[src/rtl/wt_cache_pkg.sv]
// Shared types, L1.5 size encodings and chunk-selection helpers for the
// write-through dcache store path.
//   - L15_TID_WIDTH         : transaction id width on the L1.5 interface
//   - L15_SIZE_*            : log2(bytes) size encodings used on the NoC
//   - split_state_e         : store splitter FSM states
//   - chunkSel()            : scalar reference of the chunk selection rule
//   - toSize32/toSize64     : legacy single-shot byte-enable to size mapping
package wt_cache_pkg;

  localparam int unsigned L15_TID_WIDTH = 2;

  localparam logic [2:0] L15_SIZE_BYTE  = 3'b000;
  localparam logic [2:0] L15_SIZE_HWORD = 3'b001;
  localparam logic [2:0] L15_SIZE_WORD  = 3'b010;
  localparam logic [2:0] L15_SIZE_DWORD = 3'b011;

  // Widest supported store is 512 bits -> 64 byte lanes.
  localparam int unsigned CHUNK_MAX_NB = 64;

  typedef enum logic {
    ST_IDLE,
    ST_SPLIT
  } split_state_e;

  typedef struct packed {
    logic [5:0]              offset;
    logic [2:0]              size;
    logic [CHUNK_MAX_NB-1:0] mask;
  } chunk_sel_t;

  // Picks the chunk starting at the lowest set bit of rem: the largest
  // naturally aligned, fully populated power-of-two run not wider than
  // 2**max_log2 bytes. Alignment and population both shrink monotonically
  // with size, so the last fitting size in an ascending scan is the largest.
  function automatic chunk_sel_t chunkSel(input logic [CHUNK_MAX_NB-1:0] rem,
                                          input int unsigned max_log2);
    chunk_sel_t              res;
    logic [CHUNK_MAX_NB-1:0] run;
    res = '0;
    for (int i = int'(CHUNK_MAX_NB) - 1; i >= 0; i--) begin
      if (rem[i]) res.offset = 6'(i);
    end
    for (int s = 0; s <= 6; s++) begin
      run = ~({CHUNK_MAX_NB{1'b1}} << (1 << s));
      if ((s <= int'(max_log2)) && ((int'(res.offset) % (1 << s)) == 0) &&
          (((rem >> res.offset) & run) == run)) begin
        res.size = 3'(s);
      end
    end
    run      = ~({CHUNK_MAX_NB{1'b1}} << (1 << res.size));
    res.mask = (run << res.offset) & rem;
    return res;
  endfunction

  function automatic logic [2:0] toSize32(input logic [3:0] be);
    logic [2:0] size;
    case (be)
      4'b1111:          size = L15_SIZE_WORD;
      4'b1100, 4'b0011: size = L15_SIZE_HWORD;
      default:          size = L15_SIZE_BYTE;
    endcase
    return size;
  endfunction

  function automatic logic [2:0] toSize64(input logic [7:0] be);
    logic [2:0] size;
    case (be)
      8'hff:                         size = L15_SIZE_DWORD;
      8'h0f, 8'hf0:                  size = L15_SIZE_WORD;
      8'hc0, 8'h30, 8'h0c, 8'h03:    size = L15_SIZE_HWORD;
      default:                       size = L15_SIZE_BYTE;
    endcase
    return size;
  endfunction

endpackage

[src/rtl/wt_chunk_sel.sv]
// Combinational chunk selector.
// Given the remaining byte-enable mask of a store, returns the next chunk to
// emit: the lowest set lane, the largest legal power-of-two size at that lane
// (capped at 2**MAX_SIZE_LOG2 bytes), the chunk's lane mask, and whether it
// exhausts the mask.
//   rem_i  : remaining byte enables
//   off_o  : lane offset of the chunk
//   size_o : log2(chunk bytes)
//   mask_o : lanes covered by the chunk (zero when rem_i is zero)
//   last_o : no lanes remain after this chunk
module wt_chunk_sel
  import wt_cache_pkg::*;
#(
  parameter  int unsigned NB            = 8,
  parameter  int unsigned MAX_SIZE_LOG2 = 3,
  localparam int unsigned OW            = $clog2(NB)
) (
  input  logic [NB-1:0] rem_i,
  output logic [OW-1:0] off_o,
  output logic [2:0]    size_o,
  output logic [NB-1:0] mask_o,
  output logic          last_o
);

  logic [NB-1:0]          rem_shift;
  logic [MAX_SIZE_LOG2:0] fit;
  logic [NB-1:0]          run;

  // Trailing-zero count: the lowest set lane wins.
  always_comb begin
    off_o = '0;
    for (int i = int'(NB) - 1; i >= 0; i--) begin
      if (rem_i[i]) off_o = OW'(i);
    end
  end

  assign rem_shift = rem_i >> off_o;

  // One candidate per size: the offset must be aligned to the size and all
  // lanes of the run must still be pending.
  for (genvar gi = 0; gi <= int'(MAX_SIZE_LOG2); gi++) begin : g_fit
    localparam int unsigned RUN          = 1 << gi;
    localparam logic [NB-1:0] RUN_MASK   = ~({NB{1'b1}} << RUN);
    assign fit[gi] = ((off_o & OW'(RUN - 1)) == '0) &&
                     ((rem_shift & RUN_MASK) == RUN_MASK);
  end

  always_comb begin
    size_o = L15_SIZE_BYTE;
    for (int s = 0; s <= int'(MAX_SIZE_LOG2); s++) begin
      if (fit[s]) size_o = 3'(s);
    end
  end

  // A shift by the full width yields zero, so a full-width run comes out as
  // all ones without needing an extra guard bit.
  assign run    = ~({NB{1'b1}} << (1 << size_o));
  assign mask_o = (run << off_o) & rem_i;
  assign last_o = ((rem_i & ~mask_o) == '0);

endmodule

[src/rtl/wt_store_splitter.sv]
// Store splitter between the write buffer and the L1.5 request FIFO.
// Accepts one store (data word + arbitrary byte enables) and emits it as a
// sequence of naturally aligned power-of-two chunks, one per handshake, in
// ascending address order.
//   clk_i / rst_i          : clock, synchronous active-high reset
//   req_valid_i/ready_o    : store request handshake
//   req_addr_i/data_i/be_i/tid_i : store payload (address lane bits ignored)
//   out_valid_o/ready_i    : chunk handshake
//   out_addr_o/size_o/be_o : chunk address, log2 size and lane mask
//   out_data_o/tid_o       : held store data (unshifted) and id
//   out_last_o             : final chunk of the store
module wt_store_splitter
  import wt_cache_pkg::*;
#(
  parameter  int unsigned DATA_WIDTH    = 64,
  parameter  int unsigned ADDR_WIDTH    = 64,
  parameter  int unsigned TID_WIDTH     = L15_TID_WIDTH,
  parameter  int unsigned MAX_SIZE_LOG2 = 3,
  localparam int unsigned NB            = DATA_WIDTH / 8,
  localparam int unsigned OW            = $clog2(NB)
) (
  input  logic                  clk_i,
  input  logic                  rst_i,
  input  logic                  req_valid_i,
  output logic                  req_ready_o,
  input  logic [ADDR_WIDTH-1:0] req_addr_i,
  input  logic [DATA_WIDTH-1:0] req_data_i,
  input  logic [NB-1:0]         req_be_i,
  input  logic [TID_WIDTH-1:0]  req_tid_i,
  output logic                  out_valid_o,
  input  logic                  out_ready_i,
  output logic [ADDR_WIDTH-1:0] out_addr_o,
  output logic [2:0]            out_size_o,
  output logic [DATA_WIDTH-1:0] out_data_o,
  output logic [NB-1:0]         out_be_o,
  output logic [TID_WIDTH-1:0]  out_tid_o,
  output logic                  out_last_o
);

  split_state_e           state_q, state_d;
  logic [ADDR_WIDTH-OW-1:0] base_q, base_d;
  logic [DATA_WIDTH-1:0]  data_q, data_d;
  logic [NB-1:0]          rem_q, rem_d;
  logic [TID_WIDTH-1:0]   tid_q, tid_d;

  logic [OW-1:0] sel_off;
  logic [2:0]    sel_size;
  logic [NB-1:0] sel_mask;
  logic          sel_last;

  logic fire;
  logic accept;

  // Lane bits of the store address are ignored; the chunk offset replaces them.
  logic unused_addr_lsbs;
  assign unused_addr_lsbs = ^req_addr_i[OW-1:0];

  wt_chunk_sel #(
    .NB            (NB),
    .MAX_SIZE_LOG2 (MAX_SIZE_LOG2)
  ) u_chunk_sel (
    .rem_i  (rem_q),
    .off_o  (sel_off),
    .size_o (sel_size),
    .mask_o (sel_mask),
    .last_o (sel_last)
  );

  // State and holding register.
  always_ff @(posedge clk_i) begin
    if (rst_i) begin
      state_q <= ST_IDLE;
      base_q  <= '0;
      data_q  <= '0;
      rem_q   <= '0;
      tid_q   <= '0;
    end else begin
      state_q <= state_d;
      base_q  <= base_d;
      data_q  <= data_d;
      rem_q   <= rem_d;
      tid_q   <= tid_d;
    end
  end

  assign fire   = out_valid_o & out_ready_i;
  assign accept = req_valid_i & req_ready_o;

  // Next state. An accept on the last-chunk handshake chains straight into
  // the next store; an all-zero mask has nothing to emit.
  always_comb begin
    state_d = state_q;
    if (accept) begin
      state_d = (req_be_i != '0) ? ST_SPLIT : ST_IDLE;
    end else if (fire && out_last_o) begin
      state_d = ST_IDLE;
    end
  end

  // Holding register update. Fields other than rem only change on accept, so
  // the outputs stay stable across a stall.
  always_comb begin
    base_d = base_q;
    data_d = data_q;
    rem_d  = rem_q;
    tid_d  = tid_q;
    if (accept) begin
      base_d = req_addr_i[ADDR_WIDTH-1:OW];
      data_d = req_data_i;
      rem_d  = req_be_i;
      tid_d  = req_tid_i;
    end else if (fire) begin
      rem_d = rem_q & ~sel_mask;
    end
  end

  // Outputs.
  always_comb begin
    out_valid_o = (state_q == ST_SPLIT);
    out_addr_o  = {base_q, sel_off};
    out_size_o  = sel_size;
    out_be_o    = sel_mask;
    out_data_o  = data_q;
    out_tid_o   = tid_q;
    out_last_o  = out_valid_o & sel_last;
    req_ready_o = (state_q == ST_IDLE) | (out_valid_o & out_ready_i & out_last_o);
  end

  // Chunk legality checks.
  logic [NB-1:0] be_norm;
  assign be_norm = out_be_o >> sel_off;

  a_be_nonzero: assert property (@(posedge clk_i) disable iff (rst_i)
    out_valid_o |-> (out_be_o != '0));

  a_size_cap: assert property (@(posedge clk_i) disable iff (rst_i)
    out_valid_o |-> (out_size_o <= 3'(MAX_SIZE_LOG2)));

  a_aligned_run: assert property (@(posedge clk_i) disable iff (rst_i)
    out_valid_o |-> ((be_norm == ~({NB{1'b1}} << (1 << out_size_o))) &&
                     ((int'(sel_off) & ((1 << out_size_o) - 1)) == 0)));

  a_width_pow2: assert property (@(posedge clk_i)
    (DATA_WIDTH & (DATA_WIDTH - 1)) == 0);

endmodule
[config.mk]
export PLATFORM = sky130hd
export DESIGN_NAME = wt_store_splitter
export DESIGN_NICKNAME = d
export VERILOG_FILES = /design/src/rtl/wt_cache_pkg.sv /design/src/rtl/wt_chunk_sel.sv /design/src/rtl/wt_store_splitter.sv
export SDC_FILE = /design/constraint.sdc
export NUM_CORES = 1
export LEC_CHECK = 0
export CAP_MARGIN = 25
export CORE_MARGIN = 10
export CORE_UTILIZATION = 41
export DETAILED_ROUTE_END_ITERATION = 12
export GPL_ROUTABILITY_DRIVEN = 0
export PLACE_DENSITY = 0.77
export SYNTH_ARGS = -nofsm -noshare
export SYNTH_HDL_FRONTEND = slang
export SYNTH_SLANG_ARGS = --single-unit
[constraint.sdc]
create_clock -name clk_i -period 3.82 [get_ports clk_i]
set_clock_uncertainty 0.15 [all_clocks]
set_input_delay 0.573 -clock clk_i [delete_from_list [all_inputs] [get_ports clk_i]]
set_output_delay 0.573 -clock clk_i [all_outputs]
set_load 0.1 [all_outputs]
---- Yosys cells after proc, flatten, opt, wreduce, memory -nomap -nowiden ----
Cells that the tools add are included.
storage, ports and cells
  register bits after elaboration ......... 136
  bits of input ports ..................... 142
  output and inout bits ................... 144
  word-level logic and storage cells ...... 49
cells by class
  eq/ne operators ......................... 3
  shift-type cells ........................ 4
  muxes and demuxes ....................... 16
  bitwise gates (word level) .............. 10
  reductions and logical operators ........ 11
operator list
  operator                number
  $shl A1 B3 Y32 const A  1
  $shl A8 B32 Y8 const A  1
  $mux W3                 10
  $and A8 B8 Y8           2
  $mux W8                 2
  $not A8 Y8              2
  $logic_not A3 Y1        3
  $eq A8 B8 Y1 const B    1
  $logic_not A8 Y1        1
  $reduce_bool A8 Y1      1
  $shl A8 B3 Y8           1
  $shr A8 B3 Y8           1
  $and A1 B1 Y1           4
  $eq A4 B4 Y1 const B    1
  $logic_and A1 B1 Y1     4
  $mux W1                 4
  $reduce_bool A2 Y1      2
  $eq A2 B2 Y1 const B    1
  $not A1 Y1              1
  $or A1 B1 Y1            1

---- Depth between registers and ports, before layout ----
  depth in word-level cells ............... 27
  gate-level depth with buffers ........... 12
  mapped depth without buffers ............ 8

---- By module ----
Synthesis repeated with hierarchy kept, for this count alone.
second synthesis, totals
  cells, all modules ...................... 713
  area, all modules ....................... 5739.3 sq um
by module, submodules not included
  module             instances  cells an instance  area an instance (sq um)  seq. area each (sq um)
  wt_store_splitter  1          633                5252.5                    2722.6
  wt_chunk_sel       1          80                 486.7                     0.0

---- Least setup slack after synthesis ----
OpenSTA, ideal clock, no wires.
  path type ............................... register -> output
  start point ............................. register rem_q[4]
  end point ............................... output out_be_o[7]
  data arrival time ....................... 3226 ps
  data required time ...................... 3097 ps
  slack ................................... -129 ps
  stages on the path, launching flop included .. 8
  path buffers ............................ 0
  cell sequence ........................... dfxtp_1 -> or2_1 -> o21ai_1 -> nand2_1 -> inv_1 -> a21oi_1 -> and2_1 -> nor2_1
on the way
  longest elaborated chain between the ends .. 16
ends and longest elaborated chain
  what                     RTL line                 text
  from (decl)              wt_store_splitter.sv:43  logic [NB-1:0] rem_q, rem_d;
  from (signal assigned)   wt_store_splitter.sv:81  rem_q <= rem_d;
  $mux W3 * (5 in a row)   wt_chunk_sel.sv:33       if (rem_i[i]) off_o = OW'(i);
  named net out_addr_o[1]  wt_store_splitter.sv:32  output logic [ADDR_WIDTH-1:0] out_addr_o,
  $shr A8 B3 Y8            wt_chunk_sel.sv:37       assign rem_shift = rem_i >> off_o;
  $eq A2 B2 Y1             wt_chunk_sel.sv:45       ((rem_shift & RUN_MASK) == RUN_MASK);
  $logic_and A1 B1 Y1      wt_chunk_sel.sv:44       assign fit[gi] = ((off_o & OW'(RUN - 1)) == '0) &&
  $mux W1                  wt_chunk_sel.sv:51       if (fit[s]) size_o = 3'(s);
  $mux W3 (2 in a row)     wt_chunk_sel.sv:51
  $shl A1 B3 Y32           wt_chunk_sel.sv:57       assign run = ~({NB{1'b1}} << (1 << size_o));
  $shl A8 B32 Y8           wt_chunk_sel.sv:57
  $not A8 Y8               wt_chunk_sel.sv:57
  $shl A8 B3 Y8 *          wt_chunk_sel.sv:58       assign mask_o = (run << off_o) & rem_i;
  $and A8 B8 Y8 *          wt_chunk_sel.sv:58
  to (decl)                wt_store_splitter.sv:35  output logic [NB-1:0] out_be_o,
Mark *: on every way through the listed nets, which the timed path passes. The rest lies on a longest branch.

---- Worst setup path after layout ----
  start point ............................. register rem_q[3]
  end point ............................... output out_last_o
on the way
  longest elaborated chain between the ends .. 19
ends and longest elaborated chain
  what                  RTL line                  text
  $mux W3 (4 in a row)  wt_chunk_sel.sv:33
  $shr A8 B3 Y8         wt_chunk_sel.sv:37
  $eq A2 B2 Y1          wt_chunk_sel.sv:45
  $logic_and A1 B1 Y1   wt_chunk_sel.sv:44
  $mux W1               wt_chunk_sel.sv:51
  $mux W3 (2 in a row)  wt_chunk_sel.sv:51
  $shl A1 B3 Y32        wt_chunk_sel.sv:57
  $shl A8 B32 Y8        wt_chunk_sel.sv:57
  $not A8 Y8            wt_chunk_sel.sv:57
  $shl A8 B3 Y8         wt_chunk_sel.sv:58
  $and A8 B8 Y8         wt_chunk_sel.sv:58
  $not A8 Y8            wt_chunk_sel.sv:59        assign last_o = ((rem_i & ~mask_o) == '0);
  $and A8 B8 Y8 *       wt_chunk_sel.sv:59
  $logic_not A8 Y1 *    wt_chunk_sel.sv:59
  $and A1 B1 Y1 *       wt_store_splitter.sv:125  out_last_o = out_valid_o & sel_last;
  to (decl)             wt_store_splitter.sv:37   output logic out_last_o
Mark *: on every way between the ends. The rest lies on a longest branch, timed or not.

==> impl_results.md <==
- Area share of the leading cell type in the synthesized netlist: 44.8%
- Library cell occupying the most area in the post-synthesis netlist: dfxtp_1
- Most common flop cell mapped by yosys: dfxtp_1
- Top fanout value on the critical path: 13
- Crit-path cells: and2b_1 -> o2bb2ai_1 -> nor4_4 -> o21ai_1 -> o32ai_2 -> and3_1 -> buf_12
- Top cells by area in the synthesized netlist: dfxtp_1 (45%), mux2i_1 (22%), nand2_1 (17%)
- Post-detailed-route count of antenna-violating nets: 0
- Sum of internal, switching and leakage power: 5.06 mW
- Final cell count without fillers: 1151
- Overall die area: 20100 µm²
- Clock latency on the worst-skew pair: 0.41 ns
- # setup viols final: 0
- Via-to-Cell Ratio: 4.91
- Flop and latch count out of synthesis: 136
- Largest buffer count on any clock path: 2
- Worst Slack Setup Final: 0.211 ns
- Number of levels in the clock H-tree: 4
- Antenna violations before repair: 0
- Gate count of the mapped netlist: 691
- Run status: finished clean
- Cell internal power dissipation: 3.21 mW
- Final Hold Viols: 0
- TritonCTS clock tree: done
- Starting utilization of the core area: 41.8%
- Final min period: 3.61 ns
- First-pass GRT wire length: 29.9 mm
- Number of sinks handled by clock tree synthesis: 136
- Critical path class: reg -> out
- Ratio of total power to cell area: 524 nW/µm²
- Pre-CTS setup slack: 0.441 ns
- Half-perimeter wire length after placement: 14.8 mm
- Count of max-cap constraint violations: 0
- Top achievable clock speed: 277 MHz
- Global routing usage on met2: 29.9%
- Finished Core Util: 66.4%
- Setup crit start kind: flip-flop
- DRT Wirelength: 19.4 mm
- Tightest Pin Transition: 1.04 ns
- Ys async rst share: 0%
- Clk root buf: clkbuf_16
- Buffers added on ports: 281
- Die extent in y: 142 µm
- Comb pwr share: 33.0%
- Setup repair after global routing missed its margin: no
- Total global-route track usage: 18.6%
- Syn avg cell area: 8.79 µm²
- Summed instance area of the synthesized netlist: 6080 µm²
- Met3 routing resource usage after global routing: 10.1%
- Final worst-path cycle share: 94.5%
- Leakage component of the power: 3.96 nW
- Number of unique standard cell types used by synthesis: 55
- Top cells by count, synth: nand2_1 (268), dfxtp_1 (136), mux2i_1 (134)
- Max-slew headroom: 30.8%
- Share of power burned in registers: 31.6%
- Depth of the most critical reg-to-reg path: 8
- Warnings from Yosys: 0
- Met1 Resource Use GR: 20.4%
- NetSw: 1.85 mW
- Nets@finish: 1096
- Fraction of final layout cells with drive strength greater than 1: 7.34%
- Sum Neg Setup Slack: 0 ns
- Most frequently used cell type in the post-synthesis netlist: nand2_1
- Count of flip-flops with a built-in enable after synthesis: 0
- Setup crit end kind: output port
- Rows: 44
- Arrival @ worst endpoint: 2.89 ns
- Type of the tightest min-delay check: reg -> reg
- Share of power burned in the clock network: 35.5%
- Clock transition at the register clock pins on the worst setup and hold paths after CTS: 0.06 ns
- Post-layout instance area: 9650 µm²
- Wirelength per Cell: 16.8 µm
- First drt pass iteration count: 6
- Layer carrying the most global-route usage: met2
- Vias in the first global route: 5569
- Sequential-to-total area share from yosys stat: 44.8%
- Dpl cells: 1119
- DP Area: 8990 µm²
- Number of buffers inserted by hold repair at cts: 0
- Number of antenna diodes: 0
- Total count of max-transition violations in the final report: 0
- Synth Net Count: 833
- Largest net degree at the start of global routing: 86
- Worst hold-check slack: 0.302 ns
- Highest ir drop seen on vdd: 0.000273 V
- Critical Path Slowest Stage Cell: dfxtp_1
- Fraction of power spent switching nets: 36.6%
- CP max stage delay: 0.59 ns
- GRT overflow: 0
- Horiz. Die Dim: 142 µm
- Worst hold path stage count: 2
- Core box area: 14500 µm²
- DRC: 0
- Routed via count: 5655
- Number of clock buffers inserted by TritonCTS: 17
- Area added between synthesis and finish: 58.8%
- Data required time of the critical path: 3.10 ns
- First-iteration detailed-routing DRC count: 222
- Number of I/O pins: 286
[registers in the layout (all words and copies together) (netlist names)]
register and count:
out_valid_o 1, out_data_o 64, out_tid_o 2, rem_q 8, base_q 61
[timing repair]
action                                  4_1_cts  5_1_grt
gates resized for setup                       0        1
endpoints found under the setup margin        0        2
setup buffers                                 0        0
hold endpoints to repair                      0        0
[kinds of logic (layout without fill, tap and decap cells)]
kind of cell / count (synthesis) / count (layout) / share of synthesized area (%)
and+or+nand+nor: 315 / 315 / 21.1
AOI/OAI and AO/OA: 45 / 45 / 5.77
muxes: 134 / 134 / 22.1
buffers and inverters: 60 / 336 / 6.18
other: 1 / 1 / 0.0617
DFF: 136 / 136 / 44.8
[layer usage]
layer	vias up	part of all wire [%]
met5	-	0
met4	0	1.3
met3	19	13
met2	265	47
met1	2555	39
li1	2816	-
[layout by cell type, fill, tap and decap left out, drive strengths merged, types with 2 or more instances in the layout]
cell           Yosys  final
a21o               2      2
a21oi              9      9
a31oi              3      3
and2               2      2
and3               3      3
buf               18     28
bufinv             0      5
clkbuf            33     20
clkdlybuf4s50      0    267
clkinv             1      6
clkinvlp           0      2
dfxtp            136    136
inv                8      8
mux2i            134    134
nand2            268    268
nand2b             3      3
nand3              3      3
nand4              3      3
nor2              17     17
nor2b              6      6
o21ai              7      7
o311ai             5      5
o31ai              2      2
or4                3      3
[worst max-delay path, delay by kind of cell (launching register included)]
kind,cells,cell delay [ns]
AO/OA/AOI/OAI,3,0.71
flip-flops,1,0.59
AND/OR/NAND/NOR,3,0.98
buffers and inverters,1,0.19
[final cells by class]
| type | count | area [µm²] |
|---|---|---|
| clock inverters | 12 | 198 |
| flip-flops and latches | 136 | 2720 |
| inverters | 9 | 40.0 |
| multi-input cells | 495 | 2990 |
| fillers | 1158 | 4890 |
| clock buffers | 20 | 457 |
| well taps | 184 | 230 |
| repair buffers | 295 | 3010 |
[power groups by stage]
stage	logic, mW	clock network, mW	registers [mW]
2_1_floorplan	0.477	0	2.36
3_3_place_gp	1.67	0	1.62
3_5_place_dp	1.68	0	1.62
4_1_cts	1.68	1.83	1.60
5_1_grt	1.74	1.89	1.61
6_report	1.67	1.79	1.60
[path summary, 6_finish.rpt]
kind,endpoint,slack [ns],start
setup reg to reg,base_q[29]$_SDFFE_PP0P_,0.50,rem_q[3]$_SDFFE_PP0P_
setup / recovery,out_last_o,0.21,rem_q[3]$_SDFFE_PP0P_
hold / removal,base_q[4]$_SDFFE_PP0P_,0.30,base_q[4]$_SDFFE_PP0P_
hold reg to reg,base_q[4]$_SDFFE_PP0P_,0.30,base_q[4]$_SDFFE_PP0P_
Power figures use the tool's default switching activity.
